$ cat src/rtl/router_rx_nasyn_pkg.sv
// Shared router receive definitions.
// Holds the receiver FSM state encoding, the symbols-per-word helper and the
// legal parameter lists used to reject unsupported configurations.
package router_rx_nasyn_pkg;

  localparam int unsigned WordWidth = 128;
  localparam int unsigned CntWidth  = 5;  // covers pClkMult = 16
  localparam int unsigned SymWidth  = 7;  // covers 64 symbols

  typedef enum logic [2:0] {
    StWaitIdle,
    StIdle,
    StStart,
    StData,
    StStop
  } rx_state_e;

  // Entry 0 is the lowest legal value.
  localparam logic [2:0][4:0] LegalBitsParallel = {5'd8, 5'd4, 5'd2};
  localparam logic [2:0][4:0] LegalClkMult      = {5'd16, 5'd8, 5'd4};

  // Data symbols per frame.
  function automatic int unsigned num_symbols(int unsigned bits_parallel);
    return WordWidth / bits_parallel;
  endfunction

  function automatic bit cfg_legal(int unsigned bits_parallel, int unsigned clk_mult);
    bit p_ok;
    bit m_ok;
    p_ok = 1'b0;
    m_ok = 1'b0;
    for (int i = 0; i < 3; i++) begin
      if ({27'b0, LegalBitsParallel[i]} == bits_parallel) p_ok = 1'b1;
      if ({27'b0, LegalClkMult[i]} == clk_mult) m_ok = 1'b1;
    end
    return p_ok && m_ok;
  endfunction

endpackage

$ cat src/rtl/router_sync2.sv
// Two-flop synchronizer for a bus of independent asynchronous lines.
// Ports:
//   clk_i  - destination clock
//   rst_ni - asynchronous active-low reset
//   d_i    - asynchronous input
//   q_o    - synchronized output, two clk_i cycles behind d_i
module router_sync2 #(
  parameter int unsigned Width = 1
) (
  input  logic             clk_i,
  input  logic             rst_ni,
  input  logic [Width-1:0] d_i,
  output logic [Width-1:0] q_o
);

  logic [Width-1:0] meta_q;
  logic [Width-1:0] sync_q;

  // Resets to zero so a downstream idle detector never sees a fake idle line
  // straight out of reset; real ones must propagate through both flops.
  always_ff @(posedge clk_i or negedge rst_ni) begin
    if (!rst_ni) begin
      meta_q <= '0;
      sync_q <= '0;
    end else begin
      meta_q <= d_i;
      sync_q <= meta_q;
    end
  end

  assign q_o = sync_q;

endmodule

$ cat src/rtl/router_rx_nasyn.sv
// Nibble-parallel router frame receiver with a WISHBONE read port.
// A frame is one all-zero start symbol, 128/pBitsParallel data symbols
// (LSB first) and one all-ones stop symbol; the line idles at all ones.
// Ports:
//   clk_i, rst_i          - clock (also the oversampling clock), async active-low reset
//   cs_i, cyc_i, stb_i    - WISHBONE select / cycle / strobe
//   we_i                  - write; writes are acked and ignored
//   adr_i                 - 0: data register, 1: status {frame_err, overrun, full}
//   ack_o                 - combinational acknowledge
//   dat_o                 - read data
//   rxd                   - asynchronous serial line
//   rts                   - registered ~full, throttles the far transmitter
//   full                  - a received word is waiting to be read
module router_rx_nasyn
  import router_rx_nasyn_pkg::*;
#(
  parameter int unsigned pBitsParallel = 4,
  parameter int unsigned pClkMult      = 4
) (
  input  logic                     clk_i,
  input  logic                     rst_i,
  input  logic                     cs_i,
  input  logic                     cyc_i,
  input  logic                     stb_i,
  input  logic                     we_i,
  input  logic                     adr_i,
  output logic                     ack_o,
  output logic [WordWidth-1:0]     dat_o,
  input  logic [pBitsParallel-1:0] rxd,
  output logic                     rts,
  output logic                     full
);

  if (!cfg_legal(pBitsParallel, pClkMult)) begin : g_bad_cfg
    $error("router_rx_nasyn: unsupported pBitsParallel/pClkMult");
  end

  localparam int unsigned          NumSym   = num_symbols(pBitsParallel);
  localparam logic [CntWidth-1:0]  HalfLast = CntWidth'(pClkMult / 2 - 1);
  localparam logic [CntWidth-1:0]  FullLast = CntWidth'(pClkMult - 1);
  localparam logic [SymWidth-1:0]  SymLast  = SymWidth'(NumSym - 1);

  logic [pBitsParallel-1:0] rs;

  router_sync2 #(
    .Width (pBitsParallel)
  ) u_sync (
    .clk_i  (clk_i),
    .rst_ni (rst_i),
    .d_i    (rxd),
    .q_o    (rs)
  );

  rx_state_e            state_q, state_d;
  logic [CntWidth-1:0]  cnt_q, cnt_d;
  logic [SymWidth-1:0]  sym_q, sym_d;
  logic [WordWidth-1:0] shift_q, shift_d;
  logic [WordWidth-1:0] data_q, data_d;
  logic                 full_q, full_d;
  logic                 overrun_q, overrun_d;
  logic                 frame_err_q, frame_err_d;
  logic                 rts_q;

  logic data_read, status_read;
  logic load, ovr_set, ferr_set;

  assign ack_o       = cyc_i & stb_i & cs_i;
  assign data_read   = ack_o & ~we_i & ~adr_i;
  assign status_read = ack_o & ~we_i & adr_i;

  always_comb begin
    state_d  = state_q;
    cnt_d    = cnt_q;
    sym_d    = sym_q;
    shift_d  = shift_q;
    load     = 1'b0;
    ovr_set  = 1'b0;
    ferr_set = 1'b0;

    unique case (state_q)
      StWaitIdle: begin
        if (rs == '1) state_d = StIdle;
      end
      StIdle: begin
        if (rs == '0) begin
          cnt_d   = '0;
          state_d = StStart;
        end
      end
      StStart: begin
        cnt_d = cnt_q + 1'b1;
        if (cnt_q == HalfLast) begin
          if (rs == '0) begin
            cnt_d   = '0;
            sym_d   = '0;
            state_d = StData;
          end else begin
            state_d = StIdle;  // glitch, not a start symbol
          end
        end
      end
      StData: begin
        cnt_d = cnt_q + 1'b1;
        if (cnt_q == FullLast) begin
          cnt_d   = '0;
          shift_d = {rs, shift_q[WordWidth-1:pBitsParallel]};
          sym_d   = sym_q + 1'b1;
          if (sym_q == SymLast) state_d = StStop;
        end
      end
      StStop: begin
        cnt_d = cnt_q + 1'b1;
        if (cnt_q == FullLast) begin
          if (rs == '1) begin
            // A data read in this same cycle frees the register for the new word.
            if (!full_q || data_read) load = 1'b1;
            else                      ovr_set = 1'b1;
            state_d = StIdle;
          end else begin
            ferr_set = 1'b1;
            state_d  = StWaitIdle;
          end
        end
      end
      default: state_d = StWaitIdle;
    endcase
  end

  // Clears from reads come first so a same-cycle set wins.
  always_comb begin
    data_d      = data_q;
    full_d      = full_q;
    overrun_d   = overrun_q;
    frame_err_d = frame_err_q;
    if (data_read) full_d = 1'b0;
    if (status_read) begin
      overrun_d   = 1'b0;
      frame_err_d = 1'b0;
    end
    if (load) begin
      data_d = shift_q;
      full_d = 1'b1;
    end
    if (ovr_set)  overrun_d   = 1'b1;
    if (ferr_set) frame_err_d = 1'b1;
  end

  always_ff @(posedge clk_i or negedge rst_i) begin
    if (!rst_i) begin
      state_q     <= StWaitIdle;
      cnt_q       <= '0;
      sym_q       <= '0;
      shift_q     <= '0;
      data_q      <= '0;
      full_q      <= 1'b0;
      overrun_q   <= 1'b0;
      frame_err_q <= 1'b0;
      rts_q       <= 1'b1;
    end else begin
      state_q     <= state_d;
      cnt_q       <= cnt_d;
      sym_q       <= sym_d;
      shift_q     <= shift_d;
      data_q      <= data_d;
      full_q      <= full_d;
      overrun_q   <= overrun_d;
      frame_err_q <= frame_err_d;
      rts_q       <= ~full_q;
    end
  end

  assign dat_o = adr_i ? {{(WordWidth - 3){1'b0}}, frame_err_q, overrun_q, full_q} : data_q;
  assign rts   = rts_q;
  assign full  = full_q;

endmodule

$ cat config.mk
export PLATFORM = sky130hd
export DESIGN_NAME = router_rx_nasyn
export DESIGN_NICKNAME = d
export VERILOG_FILES = /design/src/rtl/router_rx_nasyn_pkg.sv /design/src/rtl/router_sync2.sv /design/src/rtl/router_rx_nasyn.sv
export SDC_FILE = /design/constraint.sdc
export NUM_CORES = 1
export LEC_CHECK = 0
export CAP_MARGIN = 20
export CORE_UTILIZATION = 40
export CTS_BUF_LIST = sky130_fd_sc_hd__clkbuf_8
export DETAILED_ROUTE_END_ITERATION = 10
export PLACE_DENSITY = 0.59
export SLEW_MARGIN = 20
export SYNTH_ARGS = -nofsm -noshare
export SYNTH_HDL_FRONTEND = slang
export SYNTH_SLANG_ARGS = --single-unit
$ cat constraint.sdc
create_clock -name clk_i -period 5.7 [get_ports clk_i]
set_input_delay 0.855 -clock clk_i [delete_from_list [all_inputs] [get_ports clk_i]]
set_output_delay 0.855 -clock clk_i [all_outputs]
set_load 0.03 [all_outputs]
* Word-level counts from Yosys, hierarchy flattened
Cells that the tools add are included.
Storage, ports and cells: input port bits 11, register bits 283, latch bits 0, memories 0, bits in writable memories 0, logic and storage cells 84, memory bits (read-only) 0
Cells by class: muxes and demuxes 35, magnitude comparators 0, $add $sub $neg 2, equality and inequality tests 15, $mul 0, reductions and logical operators 13, bitwise gates (word level) 8, divide/modulo/power cells 0, shift operators 0
Operators by type and width (count):
- 2-to-1 mux 128 bit | 1
- 2-to-1 mux 7 bit | 3
- 2-to-1 mux 5 bit | 4
- one-hot mux 5 bit (4 select lines) | 1
- 2-to-1 mux 3 bit | 6
- 2-to-1 mux 1 bit | 17
- one-hot mux 3 bit (5 select lines) | 1
- != test 2 bit (second input constant) | 7
- one-hot mux 7 bit (2 select lines) | 1
- nonzero test 2 bit | 4
- adder 7 x 1 -> 7 bit (second input constant) | 1
- == test 7 x 5 -> 1 bit (second input constant) | 1
- == test 3 x 2 -> 1 bit (second input constant) | 2
- AND reduction 6 bit | 1
- adder 5 x 1 -> 5 bit (second input constant) | 1
- bitwise AND 1 bit | 5
- == test 5 x 1 -> 1 bit (second input constant) | 1
- == test 5 x 2 -> 1 bit (second input constant) | 1
- == test 4 bit (second input constant) | 1
- logical NOT 4 bit | 1
- AND reduction 2 bit | 2
- AND reduction 4 bit | 1
- nonzero test 4 bit | 1
- == test 3 x 1 -> 1 bit (second input constant) | 1
- 6 further kinds | 8

* Longest topological paths before layout
Gate-level depths: netlist (run 1).
word-level depth 10, depth in mapped cells 8, depth with buffers taken out 6

* Hierarchy
Synthesis (run 1) repeated with hierarchy kept, for this count alone.
Second synthesis, totals: cells, all modules 1083, area total of the unflattened synthesis 12318.1 um^2
By module, submodules not included:
- router_rx_nasyn | area each 12117.9 um^2, cells each 1075, seq. area each 6882.9 um^2, times used 1
- router_sync2 | area each 200.2 um^2, cells each 8, seq. area each 200.2 um^2, times used 1

* Worst setup path before layout (run 1)
Ideal clock, no wire load.
path kind in2out, from input adr_i, to output dat_o[100], arrival 1693 ps, data required time 4845 ps, stages on the path 3, slack 3152 ps, path through clkbuf_1 clkbuf_1 nor2b_1
On the way: longest elaborated chain between the ends 1
RTL lines:
- from (decl) | line router_rx_nasyn.sv:26 | input logic adr_i,
- 2-to-1 mux 128 bit | line router_rx_nasyn.sv:172 | assign dat_o = adr_i ? {{(WordWidth - 3){1'b0}}, frame_err_q, overrun_q, full_q} : data_q;
- to (decl) | line router_rx_nasyn.sv:28 | output logic [WordWidth-1:0] dat_o,
Every way passes these cells.

* Worst setup path after layout (run 1)
from input adr_i, to output dat_o[25]
The elaborated chain is that of the path after synthesis.

==> results of run 1 <==
## registers in the layout, indices dropped and copies added (netlist names)
register and cells:
shift_q 128, overrun_q 1, frame_err_q 1, state_q 3, rts 1, u_sync.meta_q 4, full 1, data_q 128
u_sync.q_o 4, cnt_q 5, sym_q 7
## stage by stage
stage                     setup WS, ns  total power [W]  hold slack (ns)
after floorplan                   3.15          0.00226            0.331
after global placement            1.97          0.00236            0.334
after detailed placement          1.94          0.00237            0.341
after CTS                         1.93          0.00420            0.351
after global routing              1.79          0.00433            0.363
final                             2.00          0.00412            0.353
## worst register-to-register path, stage by stage (launching register included)
cell and delay (ns):
dfrtp_1 0.41, ha_1 0.25, or4b_4 0.55, nor3_4 0.31
nand2_4 0.52, buf_12 0.47, mux2_1 0.41
## worst max-delay path by stage
stage               startpoint         end  slack [ns]  cells after the start
floorplan                adr_i  dat_o[100]        3.15                      3
finish                   adr_i   dat_o[25]        2.00                      4
global route             adr_i   dat_o[38]        1.79                      4
detailed placement       adr_i   dat_o[42]        1.94                      4
global placement         adr_i   dat_o[17]        1.97                      4
CTS                      adr_i   dat_o[42]        1.93                      4
## power by group through the flow
stage / sequential (W) / clock [W] / combinational, W
final: 0.00210 / 0.00179 / 0.000230
after global routing: 0.00210 / 0.00196 / 0.000261
after CTS: 0.00210 / 0.00187 / 0.000235
after detailed placement: 0.00213 / 0 / 0.000232
after global placement: 0.00213 / 0 / 0.000232
after floorplan: 0.00211 / 0 / 0.000152
## cells in the final DEF (no fill, tap or decap), types with 3 or more instances in the layout
cell / synthesis / routed
dfrtp_1: 282 / 282
clkdlybuf4s50_1: 0 / 139
mux2_2: 131 / 131
mux2_1: 128 / 128
nor2b_1: 127 / 127
clkbuf_8: 0 / 64
inv_1: 8 / 18
o21ai_0: 9 / 9
nand3_1: 9 / 8
nand2_1: 9 / 8
a21oi_1: 7 / 7
nor2_1: 6 / 6
or3_1: 4 / 4
buf_4: 1 / 4
nand2b_1: 3 / 3
xor2_1: 3 / 3
ha_1: 3 / 3
clkinv_2: 0 / 3
## cell usage after synthesis, types with 2 or more instances
master and number:
dfrtp_1 282, mux2_2 131, mux2_1 128, nor2b_1 127, clkbuf_1 24, buf_6 12, buf_2 9, nand2_1 9
nand3_1 9, o21ai_0 9, inv_1 8, a21oi_1 7, nor2_1 6, or3_1 4, ha_1 3, nand2b_1 3
xor2_1 3, a31oi_1 2, and4_1 2, nand4_1 2, nor4_1 2, o21ai_1 2, or4_1 2
## per-layer routing
metal	part of all wire [%]	global-route usage (%)
met1	48	20.0
met4	2.1	4.35
met5	0	0
met3	5.4	3.83
met2	45	22.0
## final cells by class
class                   instances  area (um2)  area share (%)
flip-flops and latches        283        7080            49.4
multi-input cells             471        4290            29.9
repair buffers                147        1490            10.4
clock buffers                  64         881            6.15
well taps                     384         480            3.35
clock inverters                14        82.6           0.576
inverters                       8        30.0           0.210
## kinds of logic after synthesis
kind of cell	count (synthesis)
AOI/OAI and AO/OA	32
xor gates and xnor gates	3
adders and majority gates	3
buffers and inverters	54
DFF	283
muxes	260
and+or+nand+nor	173
==> results.cfg, run 1 <==
[placement]
dpl_cell_area_mm2 = 0.0134
dp_hpwl_um = 12300
gp_congestion = 0.709
numPortBuffers = 141
dp_cells = 1293

[worst_setup_path]
r2r-start = cnt_q[0]
critPathLaunchType = input pin
ff2ff_path_depth = 6
arrival_ns = 2.85
crit_buf_inv = 3
cp_slowest_cell = buf_4
path_class = in -> out
cp.required_ns = 4.85
r2r_slack_ns = 2.67
path_cells = buf_4 -> buf_4 -> nor2b_1 -> clkdlybuf4s50_1
worst_path_largest_cell_delay_ns = 0.62
rr_endpoint = data_q[65]
cp_top_family = buffers and inverters
cp_max_fo = 72
endpoint_kind = output pin
path_common_cell = buf_4

[grt]
grt_use_total_pct = 14.4
grt_max_degree = 117
grt_pass1_vias = 6813
antenna_found_initial = 0
grt_overflow = 0
grt_pass1_wl_um = 35600

[floorplanning]
die_height_um = 173
ios = 142
std_cell_rows = 62
die-area_mm2 = 0.0298
initial_core_util_pct = 40.6
die_width_um = 173
coreArea_mm2 = 0.0287

[finish]
diodes = 0
stdcell_count = 1371
nets = 972
post-route-util_pct = 49.9
drive_above_1_share_pct = 21.6
fillers = 2578
syn2layout_area_growth_pct = 22.9
fin_area_mm2 = 0.0143

[synthesis]
postSynthCellCount = 808
postSynthAreaPerCell_um2 = 14.4
synth_fa_ha_area_share_pct = 0.322
synth_compound_area_share_pct = 1.76
synthSimpleGateAreaFrac_pct = 9.20
yosys.area_share.xor_xnor_pct = 0.225
synth_area_mm2 = 0.0117
synthMuxAreaShare_pct = 25.1
ys_seq_elements = 283
syn-num-nets = 822
synth_top_family_by_area = multiplexers
ys.flop_type = dfrtp_1
async_flop_share_pct = 100
post-synth-top-area-cell = dfrtp_1
yosysUniqueCellTypes = 45
synth_edf_count = 0
yosys.area.top_type_share_pct = 60.5
synth_area_leaders = dfrtp_1, mux2_2, mux2_1, nor2b_1, buf_6
yosysSeqAreaShare_pct = 60.8
yosys_warnings = 0

[clocking]
cts_max_level = 2
hold_buffers = 0
cts_buffer_depth = 3
clk_pin_slew_ns = 0.06
cts-root-buf = clkbuf_8
cts_sinks = 283
insertion_delay_ns = 0.53
cts_setup_buffers = 0
cts_resized = 0
cts_tree = done
cts_buffers = 47

[route]
drtPass1Iterations = 4
wl_um = 20800
drt_iter0_drc = 291
num_vias = 6579
drc = 0
routed_via_density = 4.80
drtAntennaViolNets = 0
wl_per_cell_um = 15.2

[sta]
drv_slew = 0
tns_ns = 0
fin_crit_sh_pct = 65.0
setup_viol = 0
hold_viol = 0
timing.fmax_mhz = 270
fin_worst_skew_ns = 0.0122
rsz0062_at_grt = no
relSlewSlack_pct = 37.7
worstMarginPinSlew_ns = 0.935
fin_crit_ns = 3.70

[min_path]
min_to = u_sync.q_o[1]
hold_path_class = reg -> reg
hold_start = u_sync.meta_q[1]
hold_path_depth = 0

[power]
p_leak_nw = 7.13
cellPowerDensity_mw_per_mm2 = 288
power_frac_seq_pct = 50.9
p_comb_share_pct = 5.6
vdd_drop_max_mv = 0.220
p_switching_w = 0.000961
power.internal_w = 0.00316
clock_power_share_pct = 43.5
p_sw_share_pct = 23.3

[outcome]
status = finished clean

[run]
drv_cap = 0
No activity file was read; power rests on OpenSTA's default activity.
==> run 2: changes to the inputs <==
==> constraint.sdc (replaced) <==
create_clock -name clk_i -period 3.6 [get_ports clk_i]
set_input_delay 0.54 -clock clk_i [delete_from_list [all_inputs] [get_ports clk_i]]
set_output_delay 0.54 -clock clk_i [all_outputs]
set_load 0.03 [all_outputs]
==> results.cfg, run 2 (synthesis gave the netlist of run 1 again) <==
[power]
p_leak_nw = 7.22
cellPowerDensity_mw_per_mm2 = 461
vdd_drop_max_mv = 0.249

[worst_setup_path]
endpoint_kind = flip-flop
r2r_slack_ns = 0.89
arrival_ns = 3.14
crit_buf_inv = 1
cp.required_ns = 4.02
worst_path_largest_cell_delay_ns = 0.54
path_class = reg -> reg
cp_max_fo = 128
path_cells = ha_1 -> or4b_4 -> nor3_4 -> nand2_4 -> buf_12 -> mux2_1
cp_top_family = simple AND/OR/NAND/NOR gates
critPathLaunchType = flip-flop
cp_slowest_cell = or4b_4

[floorplanning]
die_height_um = 173
ios = 142
die_width_um = 173
die-area_mm2 = 0.0298
coreArea_mm2 = 0.0287
std_cell_rows = 62
initial_core_util_pct = 40.6

[placement]
gp_congestion = 0.708
numPortBuffers = 141
dp_hpwl_um = 12500

[finish]
drive_above_1_share_pct = 22.1
regArea_mm2 = 0.00708
nets = 979
multi_input_area_mm2 = 0.00429
diodes = 0
reg_top3 = data_q (128), shift_q (128), sym_q (7)
syn2layout_area_growth_pct = 24.2
final_cell_mix = dfrtp_1, clkdlybuf4s50_1, mux2_2
fillers = 2561
layout_commonest_cell = dfrtp_1

[route]
drtAntennaViolNets = 0
wl_per_cell_um = 15.0
drtPass1Iterations = 4
wl_um = 20800
drc = 0
drt_iter0_drc = 278
num_vias = 6631
routed_via_density = 4.78

[clocking]
cts_max_level = 2
cts-root-buf = clkbuf_8
cts_buffers = 48
insertion_delay_ns = 0.55
clk_pin_slew_ns = 0.06
cts_setup_buffers = 0
cts_buffer_depth = 3
cts_resized = 0
hold_buffers = 0
cts_sinks = 283
cts_tree = done

[outcome]
status = finished clean

[sta]
hold_viol = 0
whs_ns = 0.0604
timing.fmax_mhz = 368
rsz0062_at_grt = no
fin_crit_ns = 2.71
setup_viol = 0
relSlewSlack_pct = 37.9
drv_slew = 0
worstMarginPinSlew_ns = 0.931
fin_worst_skew_ns = 0.0160
tns_ns = 0
fin_crit_sh_pct = 75.4

[grt]
antenna_found_initial = 0
grt_use_total_pct = 14.4
grt_pass1_wl_um = 35800
grt_max_degree = 129
grt_overflow = 0
grt_pass1_vias = 6930

[run]
drv_cap = 0

[min_path]
hold_path_class = in -> async
run 2: stage by stage:
step / total power, W / cells / area (um2) / setup WS (ns) / utilization, %
global route: 0.00699 / 1386 / 14500 / 0.908 / 50.4
global placement: 0.00376 / 1299 / 13400 / 1.06 / 46.9
finish: 0.00667 / 1386 / 14500 / 0.886 / 50.4
CTS: 0.00680 / 1386 / 14500 / 1.00 / 50.4
detailed placement: 0.00376 / 1299 / 13400 / 1.02 / 46.9
floorplan: 0.00359 / 808 / 11700 / 1.42 / -
run 2: routing by layer:
metal	track usage, %	part of all wire (%)	vias to the layer above
met5	0	0	-
met4	4.90	2.1	0
met3	3.39	4.7	41
met2	22.1	44	138
met1	20.1	49	3322
li1	-	-	3130
run 2: area by class of cell:
cell class	instances	share of cell area, %
flip-flops and latches	283	48.9
multi-input cells	471	29.6
repair buffers	153	10.8
clock buffers	64	6.08
well taps	384	3.32
clock inverters	23	1.03
inverters	8	0.207
run 2: final timing paths:
path	start	end	cells after the start
worst max-delay path	cnt_q[0]	data_q[23]	6
worst min-delay path	rst_i	shift_q[7]	1
worst max register to register	cnt_q[0]	data_q[23]	6
worst min register to register	u_sync.meta_q[1]	u_sync.q_o[1]	0
max in group asynchronous	rst_i	data_q[94]	2
min in group clk_i	u_sync.meta_q[1]	u_sync.q_o[1]	0
run 2: power breakdown:
group | total [W] | internal, W | leakage [nW] | switching (W)
Combinational | 0.000377 | 0.000141 | 2.71 | 0.000237
Sequential | 0.00332 | 0.00324 | 3.92 | 0.0000823
Clock | 0.00297 | 0.00172 | 0.587 | 0.00125
run 2: worst reg2reg max path: cells and delay by family (launching register included):
family                     cells  cell delay [ns]
muxes                          1             0.74
buffers and inverters          1             0.25
adders and majority gates      1             0.25
and+or+nand+nor                3             0.94
DFF                            1             0.41
